==> src/rtl/mux2_arb.sv <==
// Two-requester arbiter into a single registered output slot (EMPTY/FULL).
// Define MUX2_ARB_FIXED_PRIO_EN for fixed priority (requester 0 wins); default is round robin.
module mux2_arb #(
    parameter int data_width = 8
) (
    input  logic                  clk,
    input  logic                  rst_n,
    input  logic [data_width-1:0] d_in0,
    input  logic [data_width-1:0] d_in1,
    input  logic                  valid0,
    input  logic                  valid1,
    output logic                  ready0,
    output logic                  ready1,
    output logic [data_width-1:0] y,
    output logic                  y_valid,
    input  logic                  y_ready,
    output logic                  sel
);

    localparam logic [0:0] EMPTY = 1'b0;
    localparam logic [0:0] FULL  = 1'b1;

    logic [0:0]            state_q, state_d;
    logic [data_width-1:0] y_q, y_d;
    logic                  sel_q, sel_d;
    logic                  last_grant_q, last_grant_d;

    logic slot_open_s;
    logic grant_s;
    logic xfer_in_s;
    logic xfer_out_s;

    // Grant selection and combinational ready generation
    always_comb begin
        slot_open_s = (state_q == EMPTY) || y_ready;
        grant_s     = 1'b0;
        if (valid0 && valid1) begin
`ifdef MUX2_ARB_FIXED_PRIO_EN
            grant_s = 1'b0;
`else
            grant_s = ~last_grant_q;
`endif
        end else if (valid1) begin
            grant_s = 1'b1;
        end else begin
            grant_s = 1'b0;
        end
        // rst_n gating keeps both readies low while reset is held
        ready0 = rst_n && slot_open_s && valid0 && (grant_s == 1'b0);
        ready1 = rst_n && slot_open_s && valid1 && (grant_s == 1'b1);
    end

    // Next-state computation for slot contents and arbitration history
    always_comb begin
        xfer_in_s    = (ready0 && valid0) || (ready1 && valid1);
        xfer_out_s   = (state_q == FULL) && y_ready;
        state_d      = state_q;
        y_d          = y_q;
        sel_d        = sel_q;
        last_grant_d = last_grant_q;
        if (xfer_in_s) begin
            y_d          = grant_s ? d_in1 : d_in0;
            sel_d        = grant_s;
            last_grant_d = grant_s;
            state_d      = FULL;
        end else if (xfer_out_s) begin
            state_d = EMPTY;
        end else begin
            state_d = state_q;
        end
    end

    // State registers with asynchronous active-low reset
    always_ff @(posedge clk or negedge rst_n) begin
        if (!rst_n) begin
            state_q      <= EMPTY;
            y_q          <= {data_width{1'b0}};
            sel_q        <= 1'b0;
            last_grant_q <= 1'b1;
        end else begin
            state_q      <= state_d;
            y_q          <= y_d;
            sel_q        <= sel_d;
            last_grant_q <= last_grant_d;
        end
    end

    assign y       = y_q;
    assign sel     = sel_q;
    assign y_valid = (state_q == FULL);

endmodule

==> config.mk <==
export PLATFORM = sky130hd
export DESIGN_NAME = mux2_arb
export DESIGN_NICKNAME = d
export VERILOG_FILES = /design/src/rtl/mux2_arb.sv
export SDC_FILE = /design/constraint.sdc
export NUM_CORES = 1
export LEC_CHECK = 0
export BUFFER_PORTS_ARGS = -buffer_cell sky130_fd_sc_hd__buf_2
export CORE_MARGIN = 4
export CORE_UTILIZATION = 30
export CTS_CLUSTER_DIAMETER = 30
export DETAILED_ROUTE_END_ITERATION = 10
export HOLD_SLACK_MARGIN = 0.06
export PLACE_DENSITY_LB_ADDON = 0.3
export SLEW_MARGIN = 20
export SYNTH_ARGS = -nofsm -noshare
export SYNTH_HDL_FRONTEND = slang
export SYNTH_SLANG_ARGS = --single-unit
export TNS_END_PERCENT = 10
==> constraint.sdc <==
create_clock -name clk -period 1.5 [get_ports clk]
set_input_delay 0.225 -clock clk [delete_from_list [all_inputs] [get_ports clk]]
set_output_delay 0.225 -clock clk [all_outputs]
set_load 0.03 [all_outputs]
Word-level counts from Yosys, hierarchy flattened
Index checks and enable logic that the tools add are counted.
{"block": "totals", "ff_bits": 11, "input_bits": 21, "output_inout_bits": 12}
{"block": "op_classes", "muxes": 5, "bitwise": 3, "n_reduce_logical": 12}
{"op": "logical AND 1 bit", "count": 9}
{"op": "two-way mux 8 bit", "count": 1}
{"op": "two-way mux 1 bit", "count": 4}
{"op": "NOT 1 bit", "count": 3}
{"op": "logical OR 1 bit", "count": 2}
{"op": "nonzero test 2 bit", "count": 1}

Logic depth before layout (Yosys ltp)
Gate-level depths: netlist (run 1).
{"block": "depth", "word_depth": 8, "mapped_depth": 4, "ltp_nobuf": 3}

Worst setup path after synthesis (run 1)
No wires, ideal clock.
{"block": "synth_timing", "kind": "flip-flop to output port", "start": "register state_q, in the netlist y_valid", "end": "output port ready0", "t_arrival_ns": 1.643, "required_time_ns": 1.275, "path_slack_ns": -0.368, "path_stages_with_launch": 3, "path_cell_list": "dfrtp_1 nor2b_4 nor4_1"}
{"block": "synth_via", "elab_chain_len": 5}
{"element": "start, declared", "line_no": "23", "text": "logic [0:0] state_q, state_d;"}
{"element": "start signal, assigned", "line_no": "81", "text": "state_q <= state_d;"}
{"element": "NOT 1 bit", "line_no": "35", "text": "slot_open_s = (state_q == EMPTY) || y_ready;"}
{"element": "logical OR 1 bit", "line_no": "35"}
{"element": "logical AND 1 bit (3 in a row)", "line_no": "49", "text": "ready0 = rst_n && slot_open_s && valid0 && (grant_s == 1'b0);"}
{"element": "end, declared", "line_no": "12", "text": "output logic ready0,"}
Every way passes these cells.

Worst setup path in the final report (run 1)
{"block": "layout_timing", "start": "register last_grant_q", "end": "output port ready0"}
{"block": "layout_via", "elab_chain_len": 4}
{"element": "start, declared", "line_no": "26", "text": "logic last_grant_q, last_grant_d;"}
{"element": "start signal, assigned", "line_no": "84", "text": "last_grant_q <= last_grant_d;"}
{"element": "NOT 1 bit", "line_no": "41", "text": "grant_s = ~last_grant_q;"}
{"element": "two-way mux 1 bit", "line_no": "37", "text": "if (valid0 && valid1) begin"}
{"element": "NOT 1 bit", "line_no": "49"}
{"element": "logical AND 1 bit", "line_no": "49"}
Every way passes these cells.

==> flow_summary.toml, run 1 <==
[route]
detail_route.iter0.violations = 6
num_vias = 538
detail_route.wl_per_cell_um = 14.21
drt-pass1-iter-count = 2
remaining_drc_errors = 0
vias_per_cell = 4.981
drt-total-wl_um = 1535
postRouteAntennaNets = 0

[critical_path]
kind_of_start_point_of_the_critical_path = "register"
worstSetupPathDepth = 3
cp.required_ns = 1.27
path_class = "register to output pin"
critPathLaunch = "last_grant_q$_DFFE_PN1P_"
worstPathCellList = "nor2b_4, nor4_4, buf_4"
reg2reg_to = "y[7]$_DFFE_PN0P_"
critPathMaxFanout = 4
buffers_inverters_on_critical_path = 1
crit_slowest_cell = "dfstp_2"
cp-end-kind = "output pin"
timing.critical_path.to = "ready0"
worst-endpoint-arrival_ns = 1.24
max_stage_delay_ns = 0.59
rrSetupSlack_ns = 0.21
crit-reg2reg-launch = "last_grant_q$_DFFE_PN1P_"
path_depth_of_the_worst_reg2reg_path = 4
worst_path_top_cell_family_by_delay = "flip-flops"

[global_route]
grt_first_pass_wirelength_um = 2449
grt.met3_usage = 0.03207
grt_most_used_layer = "met2"
grtUsageTotal = 0.1233
antenna_found_initial = 0
grt_pass1_vias = 542
grtUsageMet1 = 0.1496
maximum_number_of_pins_on_one_net_before_global_route_repair = 14
global_route_congestion_overflow_total = 0
met2_routing_resource_usage_after_global_routing = 0.2167

[timing]
tightestPinTransition_ns = 0.3715
rsz_0062_raised_after_global_routing = "true"
highest_clock_rate_mhz = 683.9
setup_viol = 0
slew_headroom = 0.7521
min_period_over_period = 0.9748
timing.final.max_slew_violations = 0
final_critical_path_setup_slack_ns = 0.03774
timing.final.hold_violations = 0
clock-skew-final_ns = 0.003482
finalWorstPathRequiredPeriod_ns = 1.462

[logic_synthesis]
synth.yosys.seq_area_share = 0.4944
synthesis.nets = 66
synth.cell_area_um2 = 559.3
avgSynthCellArea_um2 = 12.43
yosysWarnings = 0
synthCells = 45
distinct_cells_synth = 19
synth_seq_cells = 11

[layout]
post_route_cells_drive_above_1_share = 0.5783
design.final.nets = 105
postLayoutCellArea_um2 = 827.0
utilization = 0.4738
flow.area_growth_from_synthesis_pct = 47.87
diodes = 0

[power_and_ir_drop]
leakage_power_total_nw = 0.3693
cellPowerDensity_nw_per_um2 = 1197
worst_ir_drop_vdd_mv = 0.6165

[clock_network]
cts.reportedPaths.clkPinSlew_ns = 0.08
cts_inserted_buffers = 3
clock_path_buffers = 2
numClockSinks = 11
cts_htree_levels = 1
clkLatencyLatePin_ns = 0.26
clock-root-buffer = "clkbuf_4"
clock_tree_from_tritoncts = "yes"

[placed_design]
preCtsSetupSlack_ns = 0.08851
hpwlAfterDp_um = 1213
number_of_buffer_cells_added_on_primary_ports = 32
placement_cell_area_um2 = 757.0
gp_routability_congestion = 0.7407

[floorplan]
initial_cell_density_of_the_core = 0.3204
die-area_um2 = 2619
x_dimension_of_the_die_um = 51.18
top_level_ports = 33
die_height_um = 51.18
num_rows = 15
core_um2 = 1745

[run]
cap_viol_max_count = 0

[outcome]
run_status = "complete, no violations"

[hold_path]
holdCritPathClass = "primary input to register"
-- kinds of logic (layout without fill, tap and decap cells) --
logic type | count (synthesis) | after routing | share of synthesized area
and+or+nand+nor | 8 | 8 | 0.1342
buffers and inverters | 4 | 42 | 0.04250
DFF | 11 | 11 | 0.4944
AOI/OAI and AO/OA | 22 | 22 | 0.3289
-- final cells by class --
type                            count  area [um^2]
Timing Repair Buffer               36        197.7
Clock buffer                        4        26.28
Multi-Input combinational cell     30        287.8
Sequential cell                    11        276.5
Fill cell                         182        918.4
Tap cell                           25        31.28
Inverter                            2        7.507
-- cells in the final DEF, fill, tap and decap left out, types with 2 or more instances in the layout --
master     count
a2bb2oi_1      8
o32ai_1        8
nor3_4         2
inv_2          2
a31oi_1        2
nor2b_4        2
clkbuf_4       4
dfrtp_1       10
buf_2         30
buf_4          4
-- stage by stage --
stage / std cells / power (mW) / setup TNS, ns / hold WS (ns)
after floorplan: 45 / 0.6530 / 0 / -0.07059
after global placement: 101 / 0.7576 / 0 / 0.1853
after detailed placement: 101 / 0.7661 / 0 / 0.1857
after CTS: 106 / 0.9805 / -0.05558 / 0.1659
after global routing: 108 / 1.053 / -0.03578 / 0.1785
final: 108 / 0.9901 / 0 / 0.1838
-- timing repair --
item                       4_1_cts  5_1_grt
hold buffers                     1        0
setup endpoints to repair        2        2
gates resized for setup          3        3
setup buffers                    0        2
hold endpoints to repair        10        0
pin swaps                        0        1
-- state kept, by name, summed over array words and instances, names as in the netlist --
name,flops
y,8
last_grant_q,1
y_valid,1
sel,1
-- layer usage --
layer,vias to the layer above,part of all wire,routed length [um]
met4,0,0.0078,12
met1,257,0.39,605
li1,264,-,-
met5,-,0,0
met3,2,0.057,87
met2,15,0.54,829
-- power breakdown --
part / leakage, nW / internal [mW] / switching (mW)
Clock: 0.0150 / 0.103 / 0.102
Sequential: 0.119 / 0.360 / 0.0403
Combinational: 0.235 / 0.156 / 0.230
-- synth_stat cells (all sizes together) --
cell type   n  area [um^2]
buf         2        16.26
a211o       1        8.760
a31oi       2        12.51
dfrtp      10        250.2
dfstp       1        26.28
nor2        2        10.01
a21boi      1        7.510
nor4        1        6.260
nand2b      1        6.260
nor3        2        32.53
o21ai       1        5.000
nor2b       2        20.02
o32ai       8        70.07
a2bb2oi     8        70.07
a21bo       1        10.01
inv         2        7.510
-- worst min path at each step --
stage                start                       end  slack (ns)  cells after the start
floorplan            rst_n           sel$_DFFE_PN0P_       -0.07                      0
global placement     rst_n       y_valid$_DFFE_PN0P_        0.19                      2
detailed placement   rst_n          y[3]$_DFFE_PN0P_        0.19                      2
CTS                 valid0  last_grant_q$_DFFE_PN1P_        0.17                      2
global route        valid0  last_grant_q$_DFFE_PN1P_        0.18                      2
finish              valid0  last_grant_q$_DFFE_PN1P_        0.18                      2
Note: power is estimated with default switching activity, not from simulation.
==> run 2: changes to the inputs <==
--- a/config.mk
+++ b/config.mk
@@ -11,7 +11,7 @@
 export CTS_CLUSTER_DIAMETER = 30
 export DETAILED_ROUTE_END_ITERATION = 10
 export HOLD_SLACK_MARGIN = 0.06
-export PLACE_DENSITY_LB_ADDON = 0.3
+export PLACE_DENSITY = 0.68
 export SLEW_MARGIN = 20
 export SYNTH_ARGS = -nofsm -noshare
 export SYNTH_HDL_FRONTEND = slang
==> run 2 against run 1 <==
Compared with the run above:
- worst setup slack got worse by 0.037 ns
- die area unchanged
- sequential share of layout area increased by 0.31 points
- clock power increased by 3%
- combinational power about the same
- sequential cell count unchanged
- critical path depth unchanged
- utilization decreased by 0.43 points
- design area decreased by 0.91%
- clock-buffer cell count unchanged
- sequential power about the same
- critical endpoint is now ready1
==> flow_summary.toml, run 2 (synthesis results as in run 1) <==
[critical_path]
reg2reg_to = "sel$_DFFE_PN0P_"
rrSetupSlack_ns = 0.30
worst_path_top_cell_family_by_delay = "flip-flops"
kind_of_start_point_of_the_critical_path = "register"
buffers_inverters_on_critical_path = 1
cp.required_ns = 1.27
max_stage_delay_ns = 0.58
path_class = "register to output pin"
crit_slowest_cell = "dfstp_2"
worst-endpoint-arrival_ns = 1.27
path_depth_of_the_worst_reg2reg_path = 3
cp-end-kind = "output pin"
crit-reg2reg-launch = "last_grant_q$_DFFE_PN1P_"
worstPathCellList = "a21bo_4, nor3_4, buf_4"
critPathMaxFanout = 9

[layout]
fillCellCount = 177
largest_register_ffs = 8
flow.area_growth_from_synthesis_pct = 46.53
postLayoutCellArea_um2 = 819.5
diodes = 0
final_common_cell = "buf_2"
multiInputGateArea_um2 = 287.8
highest_count_cells_in_the_layout_ignoring_fill_and_taps = "buf_2 (30), dfrtp_1 (10), o32ai_1 (8), a2bb2oi_1 (8), buf_4 (4)"
area.sequential_um2 = 276.5
design.final.nets = 104
post_route_cells_drive_above_1_share = 0.5732

[route]
drt-total-wl_um = 1562
vias_per_cell = 5.103
remaining_drc_errors = 0
detail_route.wl_per_cell_um = 14.60
detail_route.iter0.violations = 1
num_vias = 546
drt-pass1-iter-count = 4
postRouteAntennaNets = 0

[power_and_ir_drop]
cellPowerDensity_nw_per_um2 = 1215
total_power_uw = 995.7
leakage_power_total_nw = 0.3647
worst_ir_drop_vdd_mv = 0.4922

[global_route]
grt_first_pass_wirelength_um = 2539
grt_pass1_vias = 553
global_route_congestion_overflow_total = 0
maximum_number_of_pins_on_one_net_before_global_route_repair = 14
antenna_found_initial = 0
grtUsageTotal = 0.1328

[clock_network]
cts.reportedPaths.clkPinSlew_ns = 0.07
numClockSinks = 11
clock_tree_from_tritoncts = "yes"
cts_htree_levels = 1
clock-root-buffer = "clkbuf_4"
clkLatencyLatePin_ns = 0.28
cts_inserted_buffers = 3
clock_path_buffers = 2

[floorplan]
top_level_ports = 33
die-area_um2 = 2619
die_height_um = 51.18
core_um2 = 1745
num_rows = 15
x_dimension_of_the_die_um = 51.18
initial_cell_density_of_the_core = 0.3204

[placed_design]
placement_cell_area_um2 = 757.0
preCtsSetupSlack_ns = 0.09965
gp_routability_congestion = 0.6770
number_of_buffer_cells_added_on_primary_ports = 32
hpwlAfterDp_um = 1147

[timing]
highest_clock_rate_mhz = 667.0
timing.final.max_slew_violations = 0
whs_ns = 0.1741
clock-skew-final_ns = 0.003768
final_critical_path_setup_slack_ns = 0.0007364
tightestPinTransition_ns = 0.3858
rsz_0062_raised_after_global_routing = "true"
min_period_over_period = 0.9995
setup_viol = 0
slew_headroom = 0.7425
finalWorstPathRequiredPeriod_ns = 1.499
timing.final.hold_violations = 0

[run]
cap_viol_max_count = 0

[hold_path]
holdCritPathClass = "primary input to register"
whs_endpoint = "last_grant_q$_DFFE_PN1P_"
timing.hold.worst.start = "valid0"
worst_hold_path.num_cells = 2

[outcome]
run_status = "complete, no violations"
run 2: where the power goes:
part	internal, mW	switching [mW]	total [mW]
combinational	0.156	0.231	0.387
sequential	0.360	0.0390	0.399
clock	0.103	0.107	0.210
run 2: what timing repair did:
item / in CTS / in global routing
pin swaps: 0 / 0
endpoints found under the setup margin: 2 / 2
hold buffers: 1 / 0
gates resized for setup: 5 / 1
cloned: 0 / 0
buffers inserted: 1 / 0
hold endpoints to repair: 10 / 0
run 2: worst max-delay path by stage:
| stage | end | from | cells past startpoint |
|---|---|---|---|
| final | ready1 | last_grant_q$_DFFE_PN1P_ | 3 |
| after global placement | ready0 | last_grant_q$_DFFE_PN1P_ | 3 |
| after global routing | ready0 | last_grant_q$_DFFE_PN1P_ | 3 |
| after detailed placement | ready0 | last_grant_q$_DFFE_PN1P_ | 3 |
| after CTS | ready0 | last_grant_q$_DFFE_PN1P_ | 3 |
| after floorplan | ready0 | y_valid$_DFFE_PN0P_ | 2 |
run 2: per-layer routing:
metal  vias to the layer above  part of all wire  global-route usage
li1                        259                 -                   -
met1                       258              0.44              0.1646
met2                        23              0.48              0.1996
met3                         6             0.067             0.05539
met4                         0             0.016             0.05830
met5                         -                 0                   0
run 2: layout make-up:
type / instances / share of cell area
Clock buffer: 4 / 0.03206
Inverter: 2 / 0.009160
Multi-Input combinational cell: 30 / 0.3511
Sequential cell: 11 / 0.3374
Tap cell: 25 / 0.03817
Timing Repair Buffer: 35 / 0.2321
run 2: metrics by stage:
step                      std cells  setup TNS [ns]  utilization
final                           107               0       0.4695
after global routing            107         -0.1189       0.4695
after CTS                       107       -0.003148       0.4667
after detailed placement        101               0       0.4337
after global placement          101               0       0.4337
after floorplan                  45               0            -
==> run 3: changes to the inputs <==
--- a/config.mk
+++ b/config.mk
@@ -6,12 +6,14 @@
 export NUM_CORES = 1
 export LEC_CHECK = 0
 export BUFFER_PORTS_ARGS = -buffer_cell sky130_fd_sc_hd__buf_2
+export CELL_PAD_IN_SITES_DETAIL_PLACEMENT = 0
+export CELL_PAD_IN_SITES_GLOBAL_PLACEMENT = 1
 export CORE_MARGIN = 4
 export CORE_UTILIZATION = 30
 export CTS_CLUSTER_DIAMETER = 30
 export DETAILED_ROUTE_END_ITERATION = 10
 export HOLD_SLACK_MARGIN = 0.06
-export PLACE_DENSITY = 0.68
+export PLACE_DENSITY = 0.84
 export SLEW_MARGIN = 20
 export SYNTH_ARGS = -nofsm -noshare
 export SYNTH_HDL_FRONTEND = slang
==> run 3 against run 2 <==
Compared with the run above:
- critical path depth is the same
- global-route usage is essentially flat
- largest cell class unchanged
- highest routed layer unchanged
- maximum frequency up 1.1%
==> flow_summary.toml, run 3 (synthesis results as in run 1) <==
[route]
detail_route.wl_per_cell_um = 14.68
remaining_drc_errors = 0
drt-total-wl_um = 1571
num_vias = 546
drt-pass1-iter-count = 4
vias_per_cell = 5.103
postRouteAntennaNets = 0
detail_route.iter0.violations = 6

[power_and_ir_drop]
share_clk_of_total_power = 0.208
cellPowerDensity_nw_per_um2 = 1203
total_power_uw = 984.4
leakage_power_total_nw = 0.3616
internal_uw = 617.2
net-switching-power_uw = 367.3
power.share.switching = 0.3731
comb_power_share = 0.393
power.sequential.fraction = 0.399
worst_ir_drop_vdd_mv = 0.5327

[layout]
highest_count_cells_in_the_layout_ignoring_fill_and_taps = "buf_2 (30), dfrtp_1 (10), o32ai_1 (8), a2bb2oi_1 (8)"
postLayoutCellArea_um2 = 818.3
final_common_cell = "buf_2"
diodes = 0
design.final.nets = 104
flow.area_growth_from_synthesis_pct = 46.31
largest_register_ffs = 8
utilization = 0.4688
post_route_cells_drive_above_1_share = 0.5732

[critical_path]
path_class = "register to output pin"
worstPathCellList = "nor2b_2, nor4_4, buf_6"
cp-end-kind = "output pin"
worst_path_top_cell_family_by_delay = "flip-flops"
worst-endpoint-arrival_ns = 1.26
crit_slowest_cell = "dfstp_2"
buffers_inverters_on_critical_path = 1
cp.required_ns = 1.27
critPathMaxFanout = 9
max_stage_delay_ns = 0.56
kind_of_start_point_of_the_critical_path = "register"

[floorplan]
num_rows = 15
top_level_ports = 33
initial_cell_density_of_the_core = 0.3204
x_dimension_of_the_die_um = 51.18
die-area_um2 = 2619
core_um2 = 1745
die_height_um = 51.18

[timing]
highest_clock_rate_mhz = 674.1
finalWorstPathRequiredPeriod_ns = 1.483
timing.final.max_slew_violations = 0
clock-skew-final_ns = 0.004951
slew_headroom = 0.7143
final_critical_path_setup_slack_ns = 0.01651
min_period_over_period = 0.9890
whs_ns = 0.1685
timing.final.hold_violations = 0
setup_viol = 0
tightestPinTransition_ns = 0.4267
rsz_0062_raised_after_global_routing = "true"

[global_route]
antenna_found_initial = 0
maximum_number_of_pins_on_one_net_before_global_route_repair = 14
grt_first_pass_wirelength_um = 2442
grt_pass1_vias = 559
grtUsageTotal = 0.1329
global_route_congestion_overflow_total = 0

[clock_network]
clock_tree_from_tritoncts = "yes"
numClockSinks = 11
cts_htree_levels = 1
cts.reportedPaths.clkPinSlew_ns = 0.07
clkLatencyLatePin_ns = 0.27
cts_inserted_buffers = 3
clock_path_buffers = 2
clock-root-buffer = "clkbuf_4"

[run]
cap_viol_max_count = 0

[placed_design]
gp_routability_congestion = 0.7016
hpwlAfterDp_um = 1205
number_of_buffer_cells_added_on_primary_ports = 32
placement_cell_area_um2 = 757.0
preCtsSetupSlack_ns = 0.1168

[outcome]
run_status = "complete, no violations"

[hold_path]
holdCritPathClass = "primary input to register"
run 3: cell count changes in the layout (fill, tap and decap cells not counted):
cell	change
nor2b_4	-1
buf_4	-1
nor2b_2	+1
buf_6	+1
run 3: routing by layer:
layer  global-route usage  part of all wire  vias to the layer above
met5                    0                 0                        -
met4               0.1211             0.055                        0
met3              0.03499             0.045                        8
met2               0.2103              0.53                       18
met1               0.1434              0.37                      259
li1                     -                 -                      261
run 3: final timing paths:
path                       cells past startpoint                  endpoint                     start  slack, ns
setup / recovery                               3                    ready0  last_grant_q$_DFFE_PN1P_       0.02
hold / removal                                 2  last_grant_q$_DFFE_PN1P_                    valid0       0.17
setup reg to reg                               3          y[6]$_DFFE_PN0P_  last_grant_q$_DFFE_PN1P_       0.30
hold reg to reg                                1           sel$_DFFE_PN0P_           sel$_DFFE_PN0P_       0.53
max in group asynchronous                      3  last_grant_q$_DFFE_PN1P_                     rst_n       0.82
min in group asynchronous                      3          y[0]$_DFFE_PN0P_                     rst_n       0.46
run 3: stage by stage:
stage	instances	setup TNS, ns
2_1_floorplan	45	0
3_3_place_gp	101	0
3_5_place_dp	101	0
4_1_cts	107	-0.01441
5_1_grt	107	-0.09661
6_report	107	0
run 3: final cells by class:
type / instances / area (um^2)
fill: 177 / 927.1
multi-input combinational: 30 / 282.8
sequential: 11 / 276.5
timing repair buffer: 35 / 193.9
tap: 25 / 31.28
clock buffer: 4 / 26.28
inverter: 2 / 7.507
run 3: timing repair:
| item | CTS | global route |
|---|---|---|
| gates resized for setup | 5 | 1 |
| setup buffers | 1 | 0 |
| setup endpoints to repair | 2 | 2 |
| hold endpoints to repair | 10 | 0 |
| hold buffers | 1 | 0 |
run 3: power groups by stage:
| stage | Combinational (mW) | Sequential [mW] | Clock, mW |
|---|---|---|---|
| 6_report | 0.387 | 0.393 | 0.205 |
| 5_1_grt | 0.416 | 0.403 | 0.236 |
| 4_1_cts | 0.393 | 0.394 | 0.217 |
| 3_5_place_dp | 0.367 | 0.399 | 0 |
| 3_3_place_gp | 0.363 | 0.395 | 0 |
| 2_1_floorplan | 0.153 | 0.500 | 0 |
run 3: worst reg2reg max path, stage by stage, from the launching register on:
cell and delay (ns):
dfstp_2 0.56, nor2b_2 0.10, o32ai_1 0.29, a2bb2oi_1 0.11
